===== src/rtl/operand_entry.sv =====
// Operand entry front end: synchronises three raw buttons, builds one-cycle presses and runs the
// A/B entry FSM. Define DEBOUNCE_EN to insert the counter debouncer; otherwise db follows s2.
`timescale 1ns/1ps

module operand_entry #(
  parameter int unsigned DEBOUNCE_CYCLES = 1_000_000
) (
  input  logic       sys_clk,
  input  logic       i_rst_n,
  input  logic [3:0] i_sw,
  input  logic       i_btn_sign,
  input  logic       i_btn_load,
  input  logic       i_btn_clr,
  output logic [4:0] o_A,
  output logic [4:0] o_B,
  output logic       o_stage_sign,
  output logic [1:0] o_state,
  output logic       o_valid,
  output logic       o_load_pulse
);

  localparam int unsigned NumBtn  = 3;
  localparam int unsigned BtnSign = 0;
  localparam int unsigned BtnLoad = 1;
  localparam int unsigned BtnClr  = 2;

  // {sign, magnitude}; sign 1 means positive, so this is +0
  localparam logic [4:0] PosZero = 5'b1_0000;

  typedef enum logic [1:0] {
    StEnterA  = 2'd0,
    StEnterB  = 2'd1,
    StReady   = 2'd2,
    StInvalid = 2'd3
  } state_e;

  if (DEBOUNCE_CYCLES == 0) begin : g_bad_param
    $error("DEBOUNCE_CYCLES must be at least 1");
  end

  // --------------------------------------------------------------------------
  // Button input path: synchroniser, optional debouncer, rising-edge detect
  // --------------------------------------------------------------------------
  logic [NumBtn-1:0] btn_raw;
  logic [NumBtn-1:0] sync1_q;
  logic [NumBtn-1:0] sync2_q;
  logic [NumBtn-1:0] db;
  logic [NumBtn-1:0] db_dly_q;
  logic [NumBtn-1:0] press;

  assign btn_raw = {i_btn_clr, i_btn_load, i_btn_sign};

  always_ff @(posedge sys_clk) begin
    if (!i_rst_n) begin
      sync1_q  <= '0;
      sync2_q  <= '0;
      db_dly_q <= '0;
    end else begin
      sync1_q  <= btn_raw;
      sync2_q  <= sync1_q;
      db_dly_q <= db;
    end
  end

`ifdef DEBOUNCE_EN
  localparam int unsigned CntW = $clog2(DEBOUNCE_CYCLES + 1);
  localparam logic [CntW-1:0] CntLast = CntW'(DEBOUNCE_CYCLES - 1);

  for (genvar g = 0; g < NumBtn; g++) begin : g_debounce
    logic [CntW-1:0] cnt_q;
    logic            db_q;

    // Any cycle where s2 agrees with db restarts the count, so short glitches never land.
    always_ff @(posedge sys_clk) begin
      if (!i_rst_n) begin
        cnt_q <= '0;
        db_q  <= 1'b0;
      end else if (sync2_q[g] == db_q) begin
        cnt_q <= '0;
      end else if (cnt_q == CntLast) begin
        db_q  <= sync2_q[g];
        cnt_q <= '0;
      end else begin
        cnt_q <= cnt_q + CntW'(1);
      end
    end

    assign db[g] = db_q;
  end
`else
  assign db = sync2_q;
`endif

  assign press = db & ~db_dly_q;

  // --------------------------------------------------------------------------
  // Entry FSM and operand registers
  // --------------------------------------------------------------------------
  state_e     state_q, state_d;
  logic [4:0] a_q, a_d;
  logic [4:0] b_q, b_d;
  logic       sign_q, sign_d;
  logic       valid_q, valid_d;
  logic       pulse_q, pulse_d;

  always_ff @(posedge sys_clk) begin
    if (!i_rst_n) begin
      state_q <= StEnterA;
      a_q     <= PosZero;
      b_q     <= PosZero;
      sign_q  <= 1'b1;
      valid_q <= 1'b0;
      pulse_q <= 1'b0;
    end else begin
      state_q <= state_d;
      a_q     <= a_d;
      b_q     <= b_d;
      sign_q  <= sign_d;
      valid_q <= valid_d;
      pulse_q <= pulse_d;
    end
  end

  // Priority clr > load > sign; a load in the same cycle as sign takes the pre-toggle sign.
  always_comb begin
    state_d = state_q;
    a_d     = a_q;
    b_d     = b_q;
    sign_d  = sign_q;
    valid_d = valid_q;
    pulse_d = 1'b0;

    if (press[BtnClr]) begin
      state_d = StEnterA;
      valid_d = 1'b0;
      sign_d  = 1'b1;
    end else begin
      case (state_q)
        StEnterA: begin
          if (press[BtnLoad]) begin
            a_d     = {sign_q, i_sw};
            sign_d  = 1'b1;
            state_d = StEnterB;
            pulse_d = 1'b1;
          end else if (press[BtnSign]) begin
            sign_d = ~sign_q;
          end
        end
        StEnterB: begin
          if (press[BtnLoad]) begin
            b_d     = {sign_q, i_sw};
            sign_d  = 1'b1;
            state_d = StReady;
            valid_d = 1'b1;
            pulse_d = 1'b1;
          end else if (press[BtnSign]) begin
            sign_d = ~sign_q;
          end
        end
        StReady: begin
          // A load here starts a fresh entry rather than committing anything.
          if (press[BtnLoad]) begin
            state_d = StEnterA;
            valid_d = 1'b0;
            sign_d  = 1'b1;
          end
        end
        default: begin
          state_d = StEnterA;
          valid_d = 1'b0;
          sign_d  = 1'b1;
        end
      endcase
    end
  end

  assign o_A          = a_q;
  assign o_B          = b_q;
  assign o_stage_sign = sign_q;
  assign o_state      = state_q;
  assign o_valid      = valid_q;
  assign o_load_pulse = pulse_q;

endmodule


===== config.mk =====
export PLATFORM = sky130hd
export DESIGN_NAME = operand_entry
export DESIGN_NICKNAME = d
export VERILOG_FILES = /design/src/rtl/operand_entry.sv
export SDC_FILE = /design/constraint.sdc
export NUM_CORES = 1
export LEC_CHECK = 0
export BUFFER_PORTS_ARGS = -buffer_cell sky130_fd_sc_hd__buf_2
export CORE_ASPECT_RATIO = 1.25
export CORE_MARGIN = 2
export CORE_UTILIZATION = 45
export CTS_CLUSTER_SIZE = 16
export DETAILED_ROUTE_END_ITERATION = 16
export GPL_ROUTABILITY_DRIVEN = 0
export PLACE_DENSITY = 0.76
export SLEW_MARGIN = 0
export SYNTH_ARGS = -nofsm -noshare
export SYNTH_HDL_FRONTEND = slang
export SYNTH_SLANG_ARGS = --single-unit
export TNS_END_PERCENT = 1

===== constraint.sdc =====
create_clock -name sys_clk -period 2.4 [get_ports sys_clk]
set_input_delay 0.24 -clock sys_clk [delete_from_list [all_inputs] [get_ports sys_clk]]
set_output_delay 0.24 -clock sys_clk [all_outputs]
set_load 0.01 [all_outputs]

==> out/metrics.cfg, run 1 <==
[status]
status=finished clean

[worst_setup_path]
crit_type=register to register
worst_r2r_path_depth=3
cp_max_fo=7
worstSetupStartpointType=register
cp.required_ps=2650
end_kind=register
cp.arrival_ps=1780

[floorplanning]
die_w_um=43.9
num_rows=18
initial_core_util_pct=46.7
die_h_um=53.8
core_area_um2=1910
ios=24
dieArea_um2=2360

[routing]
drt_iter0_markers=4
route.detailed.wl_per_inst_um=11.6
vias=619
drtPass1Iterations=4
ant_nets=0
wl_mm=1.44
drc=0
vias_per_cell=4.99

[yosys]
yosys_warnings=0
synth_top_cell_area_share_pct=53.8
syn_area_um2=893
synthDistinctLibCells=21
synth_area_leaders=dfxtp_1, mux2i_1, and2_1, nand2_1, buf_6
ys_ff_latch=24
synth_nets=91
synth_sequential_area_ratio_pct=53.8
yosys.area.top_type=dfxtp_1
syn_inst=82
avgSynthCellArea_um2=10.9

[sta]
max_slew_margin_pct=48.7
fin_crit_ps=1530
finalHoldViolCount=0
setup_violations=0
worst-slew-pin-transition_ps=764
hold_slack_ps=120
fmax_mhz=653
timing.final.crit_share_pct=63.8
skew_ps=8.95
setup_tns_ps=0
rsz0062_at_grt=no
maxSlewViolCount=0

[grt]
use_met3_pct=3.02
grt_max_degree=26
grt_pass1_vias=481
grt_first_pass_wirelength_mm=2.15
busiest_layer=met2
antenna_found_initial=0
grt_usage_pct=13.2
met1_usage_pct=15.4
grt-ovfl-total=0
grt_util_met2_pct=20.6

[clock_tree]
path_clk_slew_ps=130
cts_setup_buffers=0
post_cts_resized=0
htreeDepth=1
cts_tree=built
clk_latency_ps=310
clockBufferDepth=2
cts_sinks=24
cts_buffers=3
cts_hold_buf=0
cts-root-buf=clkbuf_4

[pwr]
p_leak_nw=0.484
clkPwrFrac_pct=38.1
swShare_pct=19.2
switchingPower_uw=143
p_comb_share_pct=6.0
ir_drop_v=0.000543
p_seq_share_pct=56.0
internal_power_uw=601
power.density_nw_per_um2=715

[layout]
n_antenna_cell=0
stdcell_count=124
syn_to_final_growth_pct=16.5
nNetsFinal=114
fill_cells=176
drive_above_1_share_pct=30.8

[hold_path]
hp-class=primary input to register
min_path_cells=2

[place]
hpwl_um=974
portBuffers=23
numPlacedInstances=120

[job]
drv_cap=0

## synth_stat cells
cell,number
o21bai_1,1
nor3b_1,1
or4b_4,1
and3b_2,1
and2b_1,1
nor2b_1,2
mux2_2,1
buf_4,1
nand3b_1,3
buf_6,3
nor4_2,1
mux2i_1,10
and2_1,9
and2b_2,1
nor3_1,2
nand2b_1,3
dfxtp_1,24
a21oi_1,3
xor2_1,1
nand2_1,12
clkbuf_1,1
## final cells by class
type	instances	area (um^2)	share of cell area (%)
flip-flops and latches	24	480	46.2
multi-input cells	53	368	35.3
repair buffers	23	115	11.1
clock inverters	1	30.0	2.88
well taps	20	25.0	2.40
clock buffers	3	22.5	2.16
## routing by layer
metal | part of all wire, % | vias to the layer above
li1 | - | 314
met5 | 0 | -
met1 | 41 | 276
met4 | 2.8 | 0
met2 | 50 | 25
met3 | 6.1 | 4
## sequential cells by signal, indices dropped and copies added (netlist names)
signal / cells
db_dly_q: 3
o_B: 5
o_state: 2
o_load_pulse: 1
o_stage_sign: 1
o_A: 5
db: 3
sync1_q: 3
o_valid: 1
## logic make-up (layout without fill, tap and decap cells)
kind of cell,after synthesis,count (layout),synth area share [%]
AND/OR/NAND/NOR,37,37,25.2
flip-flops,24,24,53.8
multiplexers,11,11,12.5
buffers and inverters,5,27,5.04
AO/OA/AOI/OAI,4,4,2.52
XOR/XNOR,1,1,0.981
## worst max-delay path, cell delays in order, from the launching register on
cell,delay (ps)
dfxtp_1,340
nand2b_1,260
nor4_2,620
mux2i_1,260
## power groups by stage
stage / combinational, mW / clock [mW] / sequential [mW]
2_1_floorplan: 0.0289 / 0 / 0.427
3_3_place_gp: 0.0438 / 0 / 0.425
3_5_place_dp: 0.0446 / 0 / 0.425
4_1_cts: 0.0450 / 0.291 / 0.417
5_1_grt: 0.0491 / 0.308 / 0.418
6_report: 0.0445 / 0.283 / 0.416
## per-stage QoR
step / utilization (%) / power, mW / area (um^2) / worst slack [ps]
after floorplan: - / 0.456 / 893 / 1020
after global placement: 51.6 / 0.469 / 988 / 951
after detailed placement: 51.6 / 0.470 / 988 / 889
after CTS: 54.4 / 0.753 / 1040 / 856
after global routing: 54.4 / 0.775 / 1040 / 768
final: 54.4 / 0.744 / 1040 / 868
## layout by cell type (no fill, tap or decap), drive strengths merged
master  synthesis  final
mux2            1      1
nor3b           1      1
nand3b          3      3
and2            9      9
nand2          12     12
a21oi           3      3
bufinv          0      1
and2b           2      2
nand2b          3      3
clkbuf          1      3
mux2i          10     10
nor4            1      1
o21bai          1      1
xor2            1      1
nor2b           2      2
buf             4     23
or4b            1      1
and3b           1      1
dfxtp          24     24
nor3            2      2
## final timing paths
path | start | endpoint | slack [ps]
worst max-delay path | db_dly_q[1] | o_A[1] | 870
worst min-delay path | i_btn_sign | sync1_q[0] | 120
worst max register to register | db_dly_q[1] | o_A[1] | 870
worst min register to register | sync1_q[1] | db[1] | 450
Note: power is estimated with default switching activity, not from simulation.
==> inputs of run 2 (changes only) <==
Settings changed: CORE_UTILIZATION 45 to 44, PLACE_DENSITY 0.76 to 0.77.
Clock period 2.4 ns to 1.4 ns, I/O delays scaled along.
==> out/metrics.cfg, run 2 (synthesis results as in run 1) <==
[job]
drv_cap=0  ; unchanged

[worst_setup_path]
end_kind=register  ; unchanged
crit_buf_inv=0  ; unchanged
cp.arrival_ps=1550  ; was 1780 ps
worstSetupStartpointType=register  ; unchanged
cp_top_family=simple AND/OR/NAND/NOR gates  ; unchanged
critPathMaxStageDelay_ps=550  ; was 620 ps
worst_r2r_path_depth=3  ; unchanged
cp_max_fo=5  ; was 7
rrSetupSlack_ps=50  ; was 870 ps
cpMaxStageDelayCell=or4b_4  ; was nor4_2
worstReg2RegEnd=o_B[1]  ; was o_A[1]
r2r-start=db_dly_q[2]  ; was db_dly_q[1]
crit_chain=and2b_2, or4b_4, mux2i_1  ; was nand2b_1, nor4_2, mux2i_1
cp.required_ps=1600  ; was 2650 ps
crit_type=register to register  ; unchanged

[clock_tree]
cts-root-buf=clkbuf_4  ; unchanged
path_clk_slew_ps=120  ; was 130 ps
htreeDepth=1  ; unchanged
cts_setup_buffers=0  ; unchanged
clockBufferDepth=2  ; unchanged
cts_sinks=24  ; unchanged
clk_latency_ps=300  ; was 310 ps
cts_hold_buf=0  ; unchanged
cts_buffers=3  ; unchanged
post_cts_resized=0  ; unchanged
cts_tree=built  ; unchanged

[sta]
fin_crit_ps=1350  ; was 1530 ps
fmax_mhz=741  ; was 653 MHz
setup_tns_ps=0  ; unchanged
finalHoldViolCount=0  ; unchanged
rsz0062_at_grt=no  ; unchanged
max_slew_margin_pct=84.9  ; was 48.7%
skew_ps=3.62  ; was 8.95 ps
maxSlewViolCount=0  ; unchanged
setup_violations=0  ; unchanged
timing.final.crit_share_pct=96.4  ; was 63.8%
worst-slew-pin-transition_ps=226  ; was 764 ps

[routing]
wl_mm=1.47  ; was 1.44 mm
ant_nets=0  ; unchanged
drc=0  ; unchanged
vias_per_cell=4.91  ; was 4.99
route.detailed.wl_per_inst_um=11.4  ; was 11.6 um
drt_iter0_markers=6  ; was 4
drtPass1Iterations=4  ; unchanged
vias=634  ; was 619

[floorplanning]
die_h_um=54.4  ; was 53.8 um
initial_core_util_pct=46.1  ; was 46.7%
ios=24  ; unchanged
dieArea_um2=2410  ; was 2360 um^2
num_rows=18  ; unchanged
die_w_um=44.3  ; was 43.9 um
core_area_um2=1940  ; was 1910 um^2

[pwr]
p_leak_nw=0.502  ; was 0.484 nW
p_seq_share_pct=62.4  ; was 56.0%
power.density_nw_per_um2=1070  ; was 715 nW/um^2
p_comb_share_pct=7.7  ; was 6.0%
internal_power_uw=906  ; was 601 uW
clkPwrFrac_pct=29.9  ; was 38.1%
ir_drop_v=0.000593  ; was 0.000543 V
switchingPower_uw=234  ; was 143 uW
swShare_pct=20.5  ; was 19.2%

[grt]
grt_usage_pct=13.6  ; was 13.2%
grt_pass1_vias=558  ; was 481
grt_first_pass_wirelength_mm=2.33  ; was 2.15 mm
antenna_found_initial=0  ; unchanged
grt_max_degree=15  ; was 26
grt-ovfl-total=0  ; unchanged

[layout]
drive_above_1_share_pct=33.9  ; was 30.8%
final_area_um2=1060  ; was 1040 um^2
stdcell_count=129  ; was 124
layout_common_cells=dfxtp_1, buf_2, nand2_1  ; unchanged
syn_to_final_growth_pct=18.9  ; was 16.5%
final_common_cell=dfxtp_1  ; unchanged
fin_util_pct=54.8  ; was 54.4%
n_antenna_cell=0  ; unchanged
nNetsFinal=119  ; was 114
fill_cells=177  ; was 176

[hold_path]
hp-class=primary input to register  ; unchanged
hold_path_end=sync1_q[1]  ; was sync1_q[0]
hp-start=i_btn_load  ; was i_btn_sign
min_path_cells=2  ; unchanged

[place]
portBuffers=23  ; unchanged
hpwl_mm=1.05  ; was 974 um
numPlacedInstances=125  ; was 120
post_dp_cell_area_um2=1030  ; was 988 um^2

[status]
status=finished clean  ; unchanged

==> run 2: worst max path at each step <==
stage	endpoint	depth (start not counted)	slack [ps]	start
5_1_grt	o_B[1]	3	4	db_dly_q[2]
3_3_place_gp	o_B[4]	3	70	db_dly_q[2]
2_1_floorplan	o_B[4]	5	20	db_dly_q[1]
6_report	o_B[1]	3	50	db_dly_q[2]
4_1_cts	o_B[1]	3	20	db_dly_q[2]
3_5_place_dp	o_B[1]	3	40	db_dly_q[2]
==> run 2: power groups by stage <==
stage	Sequential [mW]	Combinational, mW	Clock, mW
after floorplan	0.731	0.0496	0
after global placement	0.725	0.0864	0
after detailed placement	0.726	0.0878	0
after CTS	0.711	0.0894	0.359
after global routing	0.713	0.0979	0.377
final	0.711	0.0883	0.341
==> run 2: area by class of cell <==
type / count / area (um^2) / area share, %
clock buffer: 4 / 36.3 / 3.42
multi-input combinational: 53 / 368 / 34.6
sequential: 24 / 480 / 45.2
tap: 20 / 25.0 / 2.36
timing repair buffer: 28 / 153 / 14.4
==> run 2: metal layers <==
layer | wire, um | global-route usage [%] | share of wire (%)
met1 | 602 | 15.2 | 41
met3 | 65 | 1.98 | 4.4
met2 | 781 | 23.8 | 53
met5 | 0 | 0 | 0
met4 | 19 | 9.09 | 1.3
==> run 2: through the flow <==
stage	total power, mW	setup slack (ps)	hold WS [ps]
2_1_floorplan	0.781	21.0	267
3_3_place_gp	0.812	65.7	347
3_5_place_dp	0.814	37.6	350
4_1_cts	1.16	18.8	24.7
5_1_grt	1.19	3.59	37.3
6_report	1.14	50.0	36.7
==> inputs of run 3 (changes only) <==
Settings changed: ABC_AREA from default to 1, CAP_MARGIN from default to 20, CORE_UTILIZATION 44 to 45, PLACE_DENSITY 0.77 to 0.78.
==> out/metrics.cfg, run 3 <==
[floorplanning]
ios=24  ; unchanged
num_rows=18  ; unchanged
dieArea_um2=2520  ; was 2410 um^2
initial_core_util_pct=47.9  ; was 46.1%
die_w_um=45.3  ; was 44.3 um
core_area_um2=2000  ; was 1940 um^2
die_h_um=55.6  ; was 54.4 um

[place]
portBuffers=23  ; unchanged
hpwl_mm=1.29  ; was 1.05 mm
dp_slack_ps=302  ; was 37.6 ps

[layout]
fill_cells=199  ; was 177
fin_util_pct=57.6  ; was 54.8%
n_antenna_cell=0  ; unchanged
drive_above_1_share_pct=22.6  ; was 33.9%
final_common_cell=nand2_1  ; was dfxtp_1
layout_common_cells=nand2_1, inv_1, dfxtp_1  ; was dfxtp_1, buf_2, nand2_1
nNetsFinal=169  ; was 119
syn_to_final_growth_pct=20.3  ; was 18.9%

[grt]
grt_usage_pct=15.9  ; was 13.6%
grt_max_degree=14  ; was 15
antenna_found_initial=0  ; unchanged
grt_pass1_vias=777  ; was 558
grt_first_pass_wirelength_mm=3.03  ; was 2.33 mm
grt-ovfl-total=0  ; unchanged

[clock_tree]
clk_latency_ps=310  ; was 300 ps
cts_sinks=24  ; unchanged
cts_buffers=3  ; unchanged
cts-root-buf=clkbuf_4  ; unchanged
clockBufferDepth=2  ; unchanged
htreeDepth=1  ; unchanged
path_clk_slew_ps=120  ; about the same
cts_tree=built  ; unchanged

[yosys]
yosys.area.top_type=dfxtp_1  ; unchanged
synth_nets=140  ; was 91
synthArstFlopShare_pct=0  ; unchanged
yosys_warnings=0  ; unchanged
avgSynthCellArea_um2=7.33  ; was 10.9 um^2
synthMuxAreaShare_pct=0  ; was 12.5%
synth_sequential_area_ratio_pct=50.1  ; was 53.8%
synth.most_common_cell=nand2_1  ; was dfxtp_1
syn_inst=131  ; was 82
synth_top_family_by_area=simple AND/OR/NAND/NOR gates  ; unchanged
yosys-top-cells-count=nand2_1, inv_1, dfxtp_1, nor2_1, nand3_1  ; was dfxtp_1, nand2_1, mux2i_1, and2_1
synth-compound-area-share_pct=1.56  ; was 2.52%
synth_area_leaders=dfxtp_1, nand2_1, inv_1, nor2_1, nand4_1  ; was dfxtp_1, mux2i_1, and2_1, nand2_1, buf_6
syn_area_um2=960  ; was 893 um^2
synth_ff_type=dfxtp_1  ; unchanged
synth_edf_count=0  ; unchanged
synthDistinctLibCells=19  ; was 21
ys_ff_latch=24  ; unchanged
synth_xor_area_share_pct=0  ; was 0.980%
synthSimpleGateAreaFrac_pct=34.2  ; was 25.2%
synth_top_cell_area_share_pct=50.1  ; was 53.8%
synth_adder_area_share_pct=0  ; unchanged

[sta]
rsz0062_at_grt=no  ; unchanged
fin_crit_ps=1160  ; was 1350 ps
fmax_mhz=863  ; was 741 MHz
skew_ps=2.88  ; was 3.62 ps
max_slew_margin_pct=80.8  ; was 84.9%
setup_violations=0  ; unchanged
finalWorstSetupSlack_ps=242  ; was 50.0 ps
worst-slew-pin-transition_ps=288  ; was 226 ps
timing.final.crit_share_pct=82.7  ; was 96.4%
finalHoldViolCount=0  ; unchanged
setup_tns_ps=0  ; unchanged
maxSlewViolCount=0  ; unchanged

[routing]
drtPass1Iterations=4  ; unchanged
wl_mm=1.67  ; was 1.47 mm
ant_nets=0  ; unchanged
drt_iter0_markers=14  ; was 6
drc=0  ; unchanged
route.detailed.wl_per_inst_um=9.30  ; was 11.4 um
vias=835  ; was 634
vias_per_cell=4.66  ; was 4.91

[job]
drv_cap=0  ; unchanged

[pwr]
p_total_mw=1.19  ; was 1.14 mW
ir_drop_v=0.000748  ; was 0.000593 V
p_leak_nw=0.658  ; was 0.502 nW
power.density_nw_per_um2=1030  ; was 1070 nW/um^2

[worst_setup_path]
cp.arrival_ps=1020  ; was 1550 ps
critPathMaxStageDelay_ps=510  ; was 550 ps
end_kind=output pin  ; was register
crit_buf_inv=1  ; was 0
worstSetupStartpointType=register  ; unchanged
cp.required_ps=1260  ; was 1600 ps
cp_max_fo=7  ; was 5
crit_chain=buf_2  ; was and2b_2, or4b_4, mux2i_1
crit_type=register to output pin  ; was register to register
cp_top_family=flip-flops  ; was simple AND/OR/NAND/NOR gates
cpMaxStageDelayCell=dfxtp_1  ; was or4b_4

[hold_path]
hp-class=primary input to register  ; unchanged

[status]
status=finished clean  ; unchanged

-- run 3: changes by cell type in the layout (fill, tap and decap cells not counted), moves of 2 or more --
cell / delta
nand3b_1: -2
inv_1: +31
nor2_1: +14
nand4_1: +6
dlygate4sd3_1: +2
nand2_1: +22
and2_1: -9
nand2b_1: -3
nor2b_1: -2
buf_4: -3
mux2i_1: -10
nand3_1: +7
nor2_4: +2
-- run 3: kinds of logic after synthesis --
kind of cell	count (synthesis)
flops	24
buf+inv	35
compound gates	3
simple gates	69
-- run 3: final cells by class --
class	count	area (um^2)	share of cell area (%)
Sequential cell	24	480	41.6
Clock buffer	4	36.3	3.14
Timing Repair Buffer	27	150	13.0
Tap cell	20	25.0	2.17
Multi-Input combinational cell	72	343	29.7
Inverter	32	120	10.4
-- run 3: worst reg2reg max path, cell delays in order (launching register included) --
cell	delay (ps)
dfxtp_1	350
inv_1	70
nor2_4	170
buf_4	180
nand3_4	90
nand2_1	70
inv_1	40
nor2_1	90
-- run 3: repair_timing --
action | CTS | global route
hold endpoints to repair | 2 | 0
hold buffers | 2 | 0
setup buffers | 0 | 0
resized for setup | 0 | 0
-- run 3: power breakdown --
| part | switching (mW) | internal (mW) | total [mW] |
|---|---|---|---|
| clock | 0.197 | 0.159 | 0.357 |
| combinational | 0.0695 | 0.0475 | 0.117 |
| sequential | 0.0132 | 0.707 | 0.720 |
-- run 3: per-layer routing --
| metal | wire [um] | up-vias | GRT usage, % |
|---|---|---|---|
| met5 | 0 | - | 0 |
| met4 | 49 | 0 | 10.1 |
| met3 | 41 | 5 | 1.95 |
| met2 | 861 | 17 | 27.3 |
| met1 | 713 | 374 | 17.3 |
| li1 | - | 439 | - |
-- run 3: stage by stage --
step / instances / instance area, um^2 / hold WS (ps)
3_5_place_dp: 173 / 1100 / 327
4_1_cts: 179 / 1150 / 4.34
5_1_grt: 179 / 1150 / 18.0
6_report: 179 / 1150 / 14.1
2_1_floorplan: 131 / 960 / 238
3_3_place_gp: 173 / 1100 / 321
-- run 3: worst paths after layout --
kind,start,cells past startpoint,slack [ps],end
worst max-delay path,o_state[1],1,240,o_state[1]
worst min-delay path,i_btn_load,3,10,sync1_q[1]
worst max register to register,db[1],7,300,o_B[1]
worst min register to register,sync1_q[1],2,430,db[1]
